`config.mk`:
```
export PLATFORM = sky130hd
export DESIGN_NAME = tank_key_decoder_flat
export DESIGN_NICKNAME = d
export VERILOG_FILES = /design/src/rtl/tank_key_decoder_if.sv /design/src/rtl/tank_key_decoder.sv /design/src/flat_wrapper.sv
export SDC_FILE = /design/constraint.sdc
export NUM_CORES = 1
export LEC_CHECK = 0
export BUFFER_PORTS_ARGS = -buffer_cell sky130_fd_sc_hd__buf_2
export CAP_MARGIN = 0
export CORE_MARGIN = 3
export CORE_UTILIZATION = 59
export CTS_CLUSTER_SIZE = 25
export DETAILED_ROUTE_END_ITERATION = 12
export MAX_ROUTING_LAYER = met4
export PLACE_DENSITY = 0.93
export SYNTH_ARGS = -nofsm -noshare
export SYNTH_HDL_FRONTEND = slang
export SYNTH_SLANG_ARGS = --single-unit
```
`constraint.sdc`:
```
create_clock -name keydec_clock -period 2.6 [get_ports keydec_clock]
set_input_delay 0.52 -clock keydec_clock [delete_from_list [all_inputs] [get_ports keydec_clock]]
set_output_delay 0.52 -clock keydec_clock [all_outputs]
set_load 0.01 [all_outputs]
```
`src/rtl/tank_key_decoder_if.sv`:
```
// Bundle of the keyboard-side inputs and per-tank heading outputs of the
// tank key decoder. The master side drives frame_tick and the key slots;
// the slave side (the decoder) drives headings, moving flags and strobes.
// Protocol: there is no valid/ready pair; frame_tick is a level marker and
// only its low-to-high transition is significant. Key slots are sampled
// only on the clock edge where that transition is seen.
interface tank_key_decoder_if;
    logic       frame_tick;
    logic [7:0] keycode1;
    logic [7:0] keycode2;
    logic [7:0] keycode3;
    logic [7:0] keycode4;
    logic [1:0] tank1_dir;
    logic       tank1_moving;
    logic       tank1_anim_step;
    logic [1:0] tank2_dir;
    logic       tank2_moving;
    logic       tank2_anim_step;
    // Debug view of each tank FSM state (0 = IDLE, 1 = MOVING)
    logic       tank1_fsm_state;
    logic       tank2_fsm_state;

    modport master (
        output frame_tick, keycode1, keycode2, keycode3, keycode4,
        input  tank1_dir, tank1_moving, tank1_anim_step,
        input  tank2_dir, tank2_moving, tank2_anim_step,
        input  tank1_fsm_state, tank2_fsm_state
    );

    modport slave (
        input  frame_tick, keycode1, keycode2, keycode3, keycode4,
        output tank1_dir, tank1_moving, tank1_anim_step,
        output tank2_dir, tank2_moving, tank2_anim_step,
        output tank1_fsm_state, tank2_fsm_state
    );
endinterface

```
`src/rtl/tank_key_decoder.sv`:
```
// Tank key decoder: once per frame event, resolves a heading per tank from
// the four USB key slots (first matching slot wins), tracks a moving flag,
// and emits a registered one-cycle animation strobe every ANIM_DIV frames
// while a tank keeps moving in the same direction. A new direction or a
// start from idle pulses immediately and restarts the frame count.
module tank_key_decoder #(
    parameter int         ANIM_DIV = 8,
    parameter logic [7:0] T1_UP    = 8'h1A,
    parameter logic [7:0] T1_RIGHT = 8'h07,
    parameter logic [7:0] T1_DOWN  = 8'h16,
    parameter logic [7:0] T1_LEFT  = 8'h04,
    parameter logic [7:0] T2_UP    = 8'd82,
    parameter logic [7:0] T2_RIGHT = 8'd79,
    parameter logic [7:0] T2_DOWN  = 8'd81,
    parameter logic [7:0] T2_LEFT  = 8'd80
) (
    input logic               keydec_clock,
    input logic               keydec_reset,
    tank_key_decoder_if.slave bus
);

    typedef enum logic {
        IDLE   = 1'b0,
        MOVING = 1'b1
    } state_e;

    localparam logic [7:0] WRAP = 8'(ANIM_DIV - 1);

    logic       frame_tick_q;
    logic       fev;
    logic [7:0] keys [4];
    logic       hit  [2];
    logic [1:0] cand [2];

    state_e     state_q [2];
    state_e     state_d [2];
    logic [1:0] dir_q   [2];
    logic [1:0] dir_d   [2];
    logic [7:0] cnt_q   [2];
    logic [7:0] cnt_d   [2];
    logic       step_q  [2];
    logic       step_d  [2];

    // Scan slots in order; the first slot carrying one of this tank's codes
    // decides the heading, so opposing or duplicate keys resolve by slot.
    function automatic logic [2:0] resolve(
        input logic [7:0] k0, input logic [7:0] k1,
        input logic [7:0] k2, input logic [7:0] k3,
        input logic [7:0] c_up, input logic [7:0] c_right,
        input logic [7:0] c_down, input logic [7:0] c_left
    );
        logic [7:0] k [4];
        logic       h;
        logic [1:0] d;
        k[0] = k0; k[1] = k1; k[2] = k2; k[3] = k3;
        h = 1'b0;
        d = 2'd0;
        for (int s = 0; s < 4; s++) begin
            if (!h) begin
                if (k[s] == c_up)         begin h = 1'b1; d = 2'd0; end
                else if (k[s] == c_right) begin h = 1'b1; d = 2'd1; end
                else if (k[s] == c_down)  begin h = 1'b1; d = 2'd2; end
                else if (k[s] == c_left)  begin h = 1'b1; d = 2'd3; end
            end
        end
        return {h, d};
    endfunction

    assign fev = bus.frame_tick & ~frame_tick_q;

    // Key resolution for both tanks, independent of each other
    always_comb begin
        keys[0] = bus.keycode1;
        keys[1] = bus.keycode2;
        keys[2] = bus.keycode3;
        keys[3] = bus.keycode4;
        {hit[0], cand[0]} = resolve(keys[0], keys[1], keys[2], keys[3],
                                    T1_UP, T1_RIGHT, T1_DOWN, T1_LEFT);
        {hit[1], cand[1]} = resolve(keys[0], keys[1], keys[2], keys[3],
                                    T2_UP, T2_RIGHT, T2_DOWN, T2_LEFT);
    end

    // Per-tank next-state, heading, frame counter and strobe, only on fev
    always_comb begin
        for (int t = 0; t < 2; t++) begin
            state_d[t] = state_q[t];
            dir_d[t]   = dir_q[t];
            cnt_d[t]   = cnt_q[t];
            step_d[t]  = 1'b0;
            if (fev) begin
                case (state_q[t])
                    IDLE: begin
                        cnt_d[t] = 8'd0;
                        if (hit[t]) begin
                            state_d[t] = MOVING;
                            dir_d[t]   = cand[t];
                            step_d[t]  = 1'b1;
                        end
                    end
                    MOVING: begin
                        if (!hit[t]) begin
                            state_d[t] = IDLE;
                            cnt_d[t]   = 8'd0;
                        end else if (cand[t] != dir_q[t]) begin
                            dir_d[t]  = cand[t];
                            cnt_d[t]  = 8'd0;
                            step_d[t] = 1'b1;
                        end else if (cnt_q[t] == WRAP) begin
                            cnt_d[t]  = 8'd0;
                            step_d[t] = 1'b1;
                        end else begin
                            cnt_d[t] = cnt_q[t] + 8'd1;
                        end
                    end
                    default: begin
                        state_d[t] = IDLE;
                        cnt_d[t]   = 8'd0;
                    end
                endcase
            end
        end
    end

    // State registers; reset also kills a strobe already in flight
    always_ff @(posedge keydec_clock or posedge keydec_reset) begin
        if (keydec_reset) begin
            frame_tick_q <= 1'b0;
            for (int t = 0; t < 2; t++) begin
                state_q[t] <= IDLE;
                dir_q[t]   <= 2'd0;
                cnt_q[t]   <= 8'd0;
                step_q[t]  <= 1'b0;
            end
        end else begin
            frame_tick_q <= bus.frame_tick;
            for (int t = 0; t < 2; t++) begin
                state_q[t] <= state_d[t];
                dir_q[t]   <= dir_d[t];
                cnt_q[t]   <= cnt_d[t];
                step_q[t]  <= step_d[t];
            end
        end
    end

    assign bus.tank1_dir       = dir_q[0];
    assign bus.tank1_moving    = (state_q[0] == MOVING);
    assign bus.tank1_anim_step = step_q[0];
    assign bus.tank2_dir       = dir_q[1];
    assign bus.tank2_moving    = (state_q[1] == MOVING);
    assign bus.tank2_anim_step = step_q[1];
    assign bus.tank1_fsm_state = state_q[0];
    assign bus.tank2_fsm_state = state_q[1];

endmodule

```
`src/flat_wrapper.sv`:
```
// flat-port wrapper written by rule: the top's interface ports become plain ports
module tank_key_decoder_flat 
#(
    parameter int         ANIM_DIV = 8,
    parameter logic [7:0] T1_UP    = 8'h1A,
    parameter logic [7:0] T1_RIGHT = 8'h07,
    parameter logic [7:0] T1_DOWN  = 8'h16,
    parameter logic [7:0] T1_LEFT  = 8'h04,
    parameter logic [7:0] T2_UP    = 8'd82,
    parameter logic [7:0] T2_RIGHT = 8'd79,
    parameter logic [7:0] T2_DOWN  = 8'd81,
    parameter logic [7:0] T2_LEFT  = 8'd80
)
  (keydec_clock, keydec_reset, bus_frame_tick, bus_keycode1, bus_keycode2, bus_keycode3, bus_keycode4, bus_tank1_dir, bus_tank1_moving, bus_tank1_anim_step, bus_tank2_dir, bus_tank2_moving, bus_tank2_anim_step, bus_tank1_fsm_state, bus_tank2_fsm_state);
  tank_key_decoder_if bus_i ();
  input logic keydec_clock;
  input logic keydec_reset;
  input wire logic [$bits(bus_i.frame_tick)-1:0] bus_frame_tick;
  input wire logic [$bits(bus_i.keycode1)-1:0] bus_keycode1;
  input wire logic [$bits(bus_i.keycode2)-1:0] bus_keycode2;
  input wire logic [$bits(bus_i.keycode3)-1:0] bus_keycode3;
  input wire logic [$bits(bus_i.keycode4)-1:0] bus_keycode4;
  output wire logic [$bits(bus_i.tank1_dir)-1:0] bus_tank1_dir;
  output wire logic [$bits(bus_i.tank1_moving)-1:0] bus_tank1_moving;
  output wire logic [$bits(bus_i.tank1_anim_step)-1:0] bus_tank1_anim_step;
  output wire logic [$bits(bus_i.tank2_dir)-1:0] bus_tank2_dir;
  output wire logic [$bits(bus_i.tank2_moving)-1:0] bus_tank2_moving;
  output wire logic [$bits(bus_i.tank2_anim_step)-1:0] bus_tank2_anim_step;
  output wire logic [$bits(bus_i.tank1_fsm_state)-1:0] bus_tank1_fsm_state;
  output wire logic [$bits(bus_i.tank2_fsm_state)-1:0] bus_tank2_fsm_state;
  assign bus_i.frame_tick = bus_frame_tick;
  assign bus_i.keycode1 = bus_keycode1;
  assign bus_i.keycode2 = bus_keycode2;
  assign bus_i.keycode3 = bus_keycode3;
  assign bus_i.keycode4 = bus_keycode4;
  assign bus_tank1_dir = bus_i.tank1_dir;
  assign bus_tank1_moving = bus_i.tank1_moving;
  assign bus_tank1_anim_step = bus_i.tank1_anim_step;
  assign bus_tank2_dir = bus_i.tank2_dir;
  assign bus_tank2_moving = bus_i.tank2_moving;
  assign bus_tank2_anim_step = bus_i.tank2_anim_step;
  assign bus_tank1_fsm_state = bus_i.tank1_fsm_state;
  assign bus_tank2_fsm_state = bus_i.tank2_fsm_state;
  tank_key_decoder #(.ANIM_DIV(ANIM_DIV), .T1_UP(T1_UP), .T1_RIGHT(T1_RIGHT), .T1_DOWN(T1_DOWN), .T1_LEFT(T1_LEFT), .T2_UP(T2_UP), .T2_RIGHT(T2_RIGHT), .T2_DOWN(T2_DOWN), .T2_LEFT(T2_LEFT)) u_core (.keydec_clock(keydec_clock), .keydec_reset(keydec_reset), .bus(bus_i));
endmodule
```
# Word level (Yosys, flattened, before mapping)
# Cells that the tools add are included.
[classes] reduce_logical=2 mux=104 bitwise_logic=4 eq_ne=42 n_addsub=2
[ops] op="== test 8 x 7 -> 1 bit (second input constant)" count=16
[ops] op="2-to-1 mux 2 bit" count=44
[ops] op="== test 8 x 3 -> 1 bit (second input constant)" count=10
[ops] op="== test 8 x 5 -> 1 bit (second input constant)" count=8
[ops] op="2-to-1 mux 1 bit" count=48
[ops] op="2-to-1 mux 8 bit" count=6
[ops] op="one-hot mux 8 bit (2 select lines)" count=2
[ops] op="adder 8 x 1 -> 8 bit (second input constant)" count=2
[ops] op="!= test 2 x 1 -> 1 bit (second input constant)" count=4
[ops] op="one-hot mux 2 bit (2 select lines)" count=2
[ops] op="AND reduction 4 bit" count=2
[ops] op="!= test 2 bit" count=2
[ops] op="!= test 2 bit (second input constant)" count=2
[ops] op="one-hot mux 1 bit (2 select lines)" count=2
[ops] op="inverter 1 bit" count=3
[ops] op="bitwise AND 1 bit" count=1
[totals] register_bits=25 output_inout_bits=10

# Depth between registers and ports, before layout
[logic_depth] depth_word=25 ltp_mapped=10 ltp_nobuf=8

# Least setup slack after synthesis
# No wires, ideal clock.
[synth_path] path_kind="input-to-reg" startpoint="input port bus_keycode3[5]" endpoint="register u_core.cnt_q[10] (netlist bit)" cell_stages=8 arrival_ps=2603 setup_slack_ps=-82 setup_time_ps=79 cell_sequence="or4_4 > or4_4 > o21ai_4 > nor4b_2 > or3_4 > a32oi_4 > a31oi_1 > mux2i_1"
[synth_via] elab_chain_cells=15 word_cells_on_any_way=24
[synth_lines] element="from (decl)" line="flat_wrapper.sv:21" source="input wire logic [$bits(bus_i.keycode3)-1:0] bus_keycode3;"
[synth_lines] element="== test 8 x 3 -> 1 bit" line="tank_key_decoder.sv:63" source="else if (k[s] == c_left) begin h = 1'b1; d = 2'd3; end"
[synth_lines] element="2-to-1 mux 2 bit" line="tank_key_decoder.sv:63"
[synth_lines] element="2-to-1 mux 2 bit" line="tank_key_decoder.sv:62" source="else if (k[s] == c_down) begin h = 1'b1; d = 2'd2; end"
[synth_lines] element="2-to-1 mux 2 bit" line="tank_key_decoder.sv:61" source="else if (k[s] == c_right) begin h = 1'b1; d = 2'd1; end"
[synth_lines] element="2-to-1 mux 2 bit" line="tank_key_decoder.sv:60" source="if (k[s] == c_up) begin h = 1'b1; d = 2'd0; end"
[synth_lines] element="2-to-1 mux 2 bit" line="tank_key_decoder.sv:59" source="if (!h) begin"
[synth_lines] element="2-to-1 mux 2 bit" line="tank_key_decoder.sv:63"
[synth_lines] element="2-to-1 mux 2 bit" line="tank_key_decoder.sv:62"
[synth_lines] element="2-to-1 mux 2 bit" line="tank_key_decoder.sv:61"
[synth_lines] element="2-to-1 mux 2 bit" line="tank_key_decoder.sv:60"
[synth_lines] element="2-to-1 mux 2 bit" line="tank_key_decoder.sv:59"
[synth_lines] element="!= test 2 bit" line="tank_key_decoder.sv:104" source="end else if (cand[t] != dir_q[t]) begin"
[synth_lines] element="2-to-1 mux 8 bit" line="tank_key_decoder.sv:104"
[synth_lines] element="2-to-1 mux 8 bit *" line="tank_key_decoder.sv:101" source="if (!hit[t]) begin"
[synth_lines] element="one-hot mux 8 bit (2 select lines) *" line="tank_key_decoder.sv:91" source="case (state_q[t])"
[synth_lines] element="to (signal, indexed assignment)" line="tank_key_decoder.sv:139" source="cnt_q[t] <= cnt_d[t];"
[synth_lines] element="to (decl)" line="tank_key_decoder.sv:39" source="logic [7:0] cnt_q [2];"
# Every way passes the cells marked *; elsewhere a longest branch is shown, timed or not.
# A chain may end at the register's enable or synchronous reset.

# Worst setup path in the final report
[layout_path] startpoint="input port bus_keycode1[3]" endpoint="register u_core.cnt_q[14] (netlist bit)"
[layout_via] elab_chain_cells=24 word_cells_on_any_way=34
[layout_lines] element="from (decl)" line="flat_wrapper.sv:19" source="input wire logic [$bits(bus_i.keycode1)-1:0] bus_keycode1;"
[layout_lines] element="== test 8 x 3 -> 1 bit" line="tank_key_decoder.sv:63"
[layout_lines] element="2-to-1 mux 2 bit" line="tank_key_decoder.sv:63"
[layout_lines] element="2-to-1 mux 2 bit" line="tank_key_decoder.sv:62"
[layout_lines] element="2-to-1 mux 2 bit" line="tank_key_decoder.sv:61"
[layout_lines] element="2-to-1 mux 2 bit" line="tank_key_decoder.sv:60"
[layout_lines] element="2-to-1 mux 2 bit" line="tank_key_decoder.sv:63"
[layout_lines] element="2-to-1 mux 2 bit" line="tank_key_decoder.sv:62"
[layout_lines] element="2-to-1 mux 2 bit" line="tank_key_decoder.sv:61"
[layout_lines] element="[... 8 more ...]"
[layout_lines] element="2-to-1 mux 2 bit" line="tank_key_decoder.sv:62"
[layout_lines] element="2-to-1 mux 2 bit" line="tank_key_decoder.sv:61"
[layout_lines] element="2-to-1 mux 2 bit" line="tank_key_decoder.sv:60"
[layout_lines] element="2-to-1 mux 2 bit" line="tank_key_decoder.sv:59"
[layout_lines] element="!= test 2 bit" line="tank_key_decoder.sv:104"
[layout_lines] element="2-to-1 mux 8 bit" line="tank_key_decoder.sv:104"
[layout_lines] element="2-to-1 mux 8 bit *" line="tank_key_decoder.sv:101"
[layout_lines] element="one-hot mux 8 bit (2 select lines) *" line="tank_key_decoder.sv:91"
# Marked as above.

==> impl_results.md <==
* First-pass GRT wire length at about 8.6 mm
* Routed WL at between 5 and 6 mm
* Max-slew violation count at 0
* Worst vdd ir at 0.376 mV
* Vias in the first global route at just under 2000
* Cell area after synthesis at approximately 0.0021 mm^2
* Worst Skew at ~15 ps
* H-tree levels at 1
* Clk slew on worst S/H paths at approximately 140 ps
* Met1 wire length at 2.24 mm
* Critical-path top delay cell: or3b_4
* CP Launch Type: primary input
* Crit path cell chain: buf_2, or3_4, or3b_4, and2_1, a31o_1, or3_4, a32oi_4, nand3_4, o21ai_2
* DRT Pass-1 Iters at 4
* Maxcap violations at 0
* Die Width at about 66 um
* Bufs on Longest Clock Path at 2
* Clock Tree Root: clkbuf_4
* Synthesis-to-finish area growth at 26.2%
* N_diodes at 0
* Met2 Wirelength at around 2.5 mm
* GRT Util Overall at roughly 26%
* Core Area at about 0.0032 mm^2
* Yosys cell types at 66
* Final worst setup slack at 53.6 ps
* Post-CTS Hold Buffers at 0
* Hold_ws at approximately 300 ps
* Crit path buf inv count at 1
* Final period utilization at 97.9%
* Critical path peak fanout at 7
* CP top delay family: simple AND/OR/NAND/NOR gates
* Vias per Instance at approximately 5.9
* Clock Sinks at 25
* DP Worst Slack at -285 ps
* Slew HR at a little under 40%
* Die H at about 66 um
* Detail Route Antenna Nets at 0
* Die ar. at between 0.004 and 0.005 mm^2
* Ys Warns at 0
* CTS tree: done
* Detailed Route Iter0 Violations at 140
* Initial Util at 65.2%
* Status: finished clean
* Crit path time final at between 2000 and 3000 ps
* Layout cells sized above 1 at about 31%
* Syn Nets at between 200 and 300
* Routed via count at approximately 2200
* Final Hold Fails at 0
* DR top layer: met4
* CTS buffer count at 3
* WL met3 at between 300 and 400 um
* DRC errors left at 0
* Crit path top cell by count: or3_4
* Hold WC Path Type: primary input to register
* Clk_lat worst skew at ~330 ps
* Layout Utilization at roughly 82%
* Register area share after synthesis at between 20% and 30%
* Buffers on Ports at 44
* Row Count at 20
* Slew @ Worst Pin at roughly 910 ps
* Max stage delay on crit path at between 400 and 500 ps
* Leak Pwr at between 1 and 1.5 nW
* Setup violations, final at 0
* Critical Path End Type: register
* Initial antenna violation count at 0
* Syn Inst Count at approximately 250
* Syn_area_per_cell at between 8 and 9 um^2
* Total grt overflow at 0
* PwrDens at just over 300 mW/mm^2
* Critical Path RT at 2860 ps
* Synthesis-stage register bit count at 25
* Asr flop ratio synth at 100%
* Arr. time, crit path at 2800 ps
* Maximum clock rate at roughly 0.4 GHz
* Total power at 0.817 mW
* WL per Instance at ~14 um
* Pin count of the biggest net entering global routing at 26
* Num ports at between 40 and 50
* HPWL Detailed at ~4.1 mm
* Total Nets Final at approximately 360
* GPL Wtd Cong at about 0.88
* Number of synthesized flops with an enable pin at 0
* Main synth FF type: dfrtp_1
* Type of the worst setup path: primary input to register
## timing repair
action | CTS | global route
hold endpoints to repair | 0 | 0
setup buffers | 0 | 0
gates resized for setup | 0 | 7
endpoints found under the setup margin | 0 | 4
## routing by layer
metal  track usage [%]  vias up
li1                  -     1087
met1              35.2      987
met2              41.3       90
met3              3.76       11
met4              5.96        0
met5                 -        -
## layout make-up
class / count / area, um^2
repair buffers: 79 / 483
multi-input cells: 207 / 1420
fillers: 228 / 567
inverters: 8 / 30.0
flip-flops and latches: 25 / 626
clock buffers: 3 / 22.5
well taps: 44 / 55.1
clock inverters: 1 / 5.00
## worst reg2reg max path, cell delays in order (launching register included)
cell      delay, ps
dfrtp_1         390
nand2b_1        170
buf_4           220
nor2_1          270
buf_4           220
nand3_4         100
o21ai_2         150
## report_power, final
group          switching (mW)  internal, mW  leakage (nW)  total (mW)
clock                   0.120        0.0578        0.0177       0.177
sequential             0.0205         0.404         0.343       0.425
combinational           0.117        0.0981         0.863       0.215
## stage by stage
stage | TNS, ps | instances | cell area, um^2
floorplan | -191 | 249 | 2090
global placement | -2100 | 363 | 2580
detailed placement | -2910 | 363 | 2580
CTS | 0 | 367 | 2610
global route | -9.38 | 367 | 2640
finish | 0 | 367 | 2640
## cell usage in the layout, fill, tap and decap left out, types with 3 or more instances in the layout
cell type / netlist / routed
buf_2: 1 / 44
buf_4: 2 / 35
nand2_1: 30 / 30
dfrtp_1: 25 / 25
nor2_1: 18 / 18
nand3_1: 8 / 8
xor2_1: 8 / 8
o21ai_1: 12 / 8
nor3_1: 7 / 7
nor4b_1: 7 / 7
inv_1: 7 / 7
xnor2_1: 7 / 7
and4b_1: 6 / 6
nand4_1: 6 / 6
nor4_1: 6 / 6
nand2b_1: 5 / 5
and2_1: 5 / 5
a31oi_1: 5 / 5
nor2b_1: 4 / 4
o21ai_0: 4 / 4
a21o_1: 4 / 4
o21ai_2: 0 / 4
or2_2: 3 / 3
nand4b_1: 3 / 3
a211oi_1: 3 / 3
o211ai_1: 3 / 3
a21oi_1: 3 / 3
clkbuf_4: 0 / 3
## path summary, 6_finish.rpt
| path | startpoint | end | slack [ps] | cells past startpoint |
|---|---|---|---|---|
| max | bus_keycode1[3] | u_core.cnt_q[14] | 50 | 9 |
| max reg2reg | u_core.frame_tick_q | u_core.cnt_q[14] | 1010 | 6 |
| max in group asynchronous | keydec_reset | u_core.cnt_q[13] | 1670 | 2 |
| min reg2reg | u_core.cnt_q[10] | u_core.cnt_q[10] | 540 | 1 |
| min in group asynchronous | keydec_reset | u_core.cnt_q[6] | 350 | 2 |
| min | bus_frame_tick | u_core.frame_tick_q | 300 | 1 |
## synth_stat cells, drive strengths merged, types with 6 or more instances
| cell type | count | area, um^2 |
|---|---|---|
| o21ai | 17 | 96.4 |
| xnor2 | 7 | 61.3 |
| nor2 | 18 | 67.6 |
| inv | 7 | 26.3 |
| nand4 | 6 | 37.5 |
| nand2 | 30 | 113 |
| nor3 | 7 | 35.0 |
| nand3 | 9 | 57.6 |
| xor2 | 8 | 70.1 |
| nor4 | 6 | 37.5 |
| nor4b | 8 | 76.3 |
| dfrtp | 25 | 626 |
| and4b | 6 | 60.1 |
## registers in the layout (all words and copies together), names as in the netlist
signal and count:
u_core.frame_tick_q 1, u_core.cnt_q 16, u_core.bus.tank2_fsm_state 1, u_core.bus.tank2_dir 2, u_core.bus.tank1_fsm_state 1, u_core.bus.tank1_anim_step 1, u_core.bus.tank1_dir 2, u_core.bus.tank2_anim_step 1
## kinds of logic (layout without fill, tap and decap cells)
family / count (synthesis) / after routing / share of synthesized area [%]
AND/OR/NAND/NOR: 130 / 130 / 37.5
AO/OA/AOI/OAI: 57 / 57 / 20.1
flip-flops: 25 / 25 / 29.9
buffers and inverters: 17 / 91 / 3.47
XOR/XNOR: 15 / 15 / 6.29
multiplexers: 3 / 3 / 1.50
adder cells (fa/ha/maj): 2 / 2 / 1.20
Note: power is estimated with default switching activity, not from simulation.
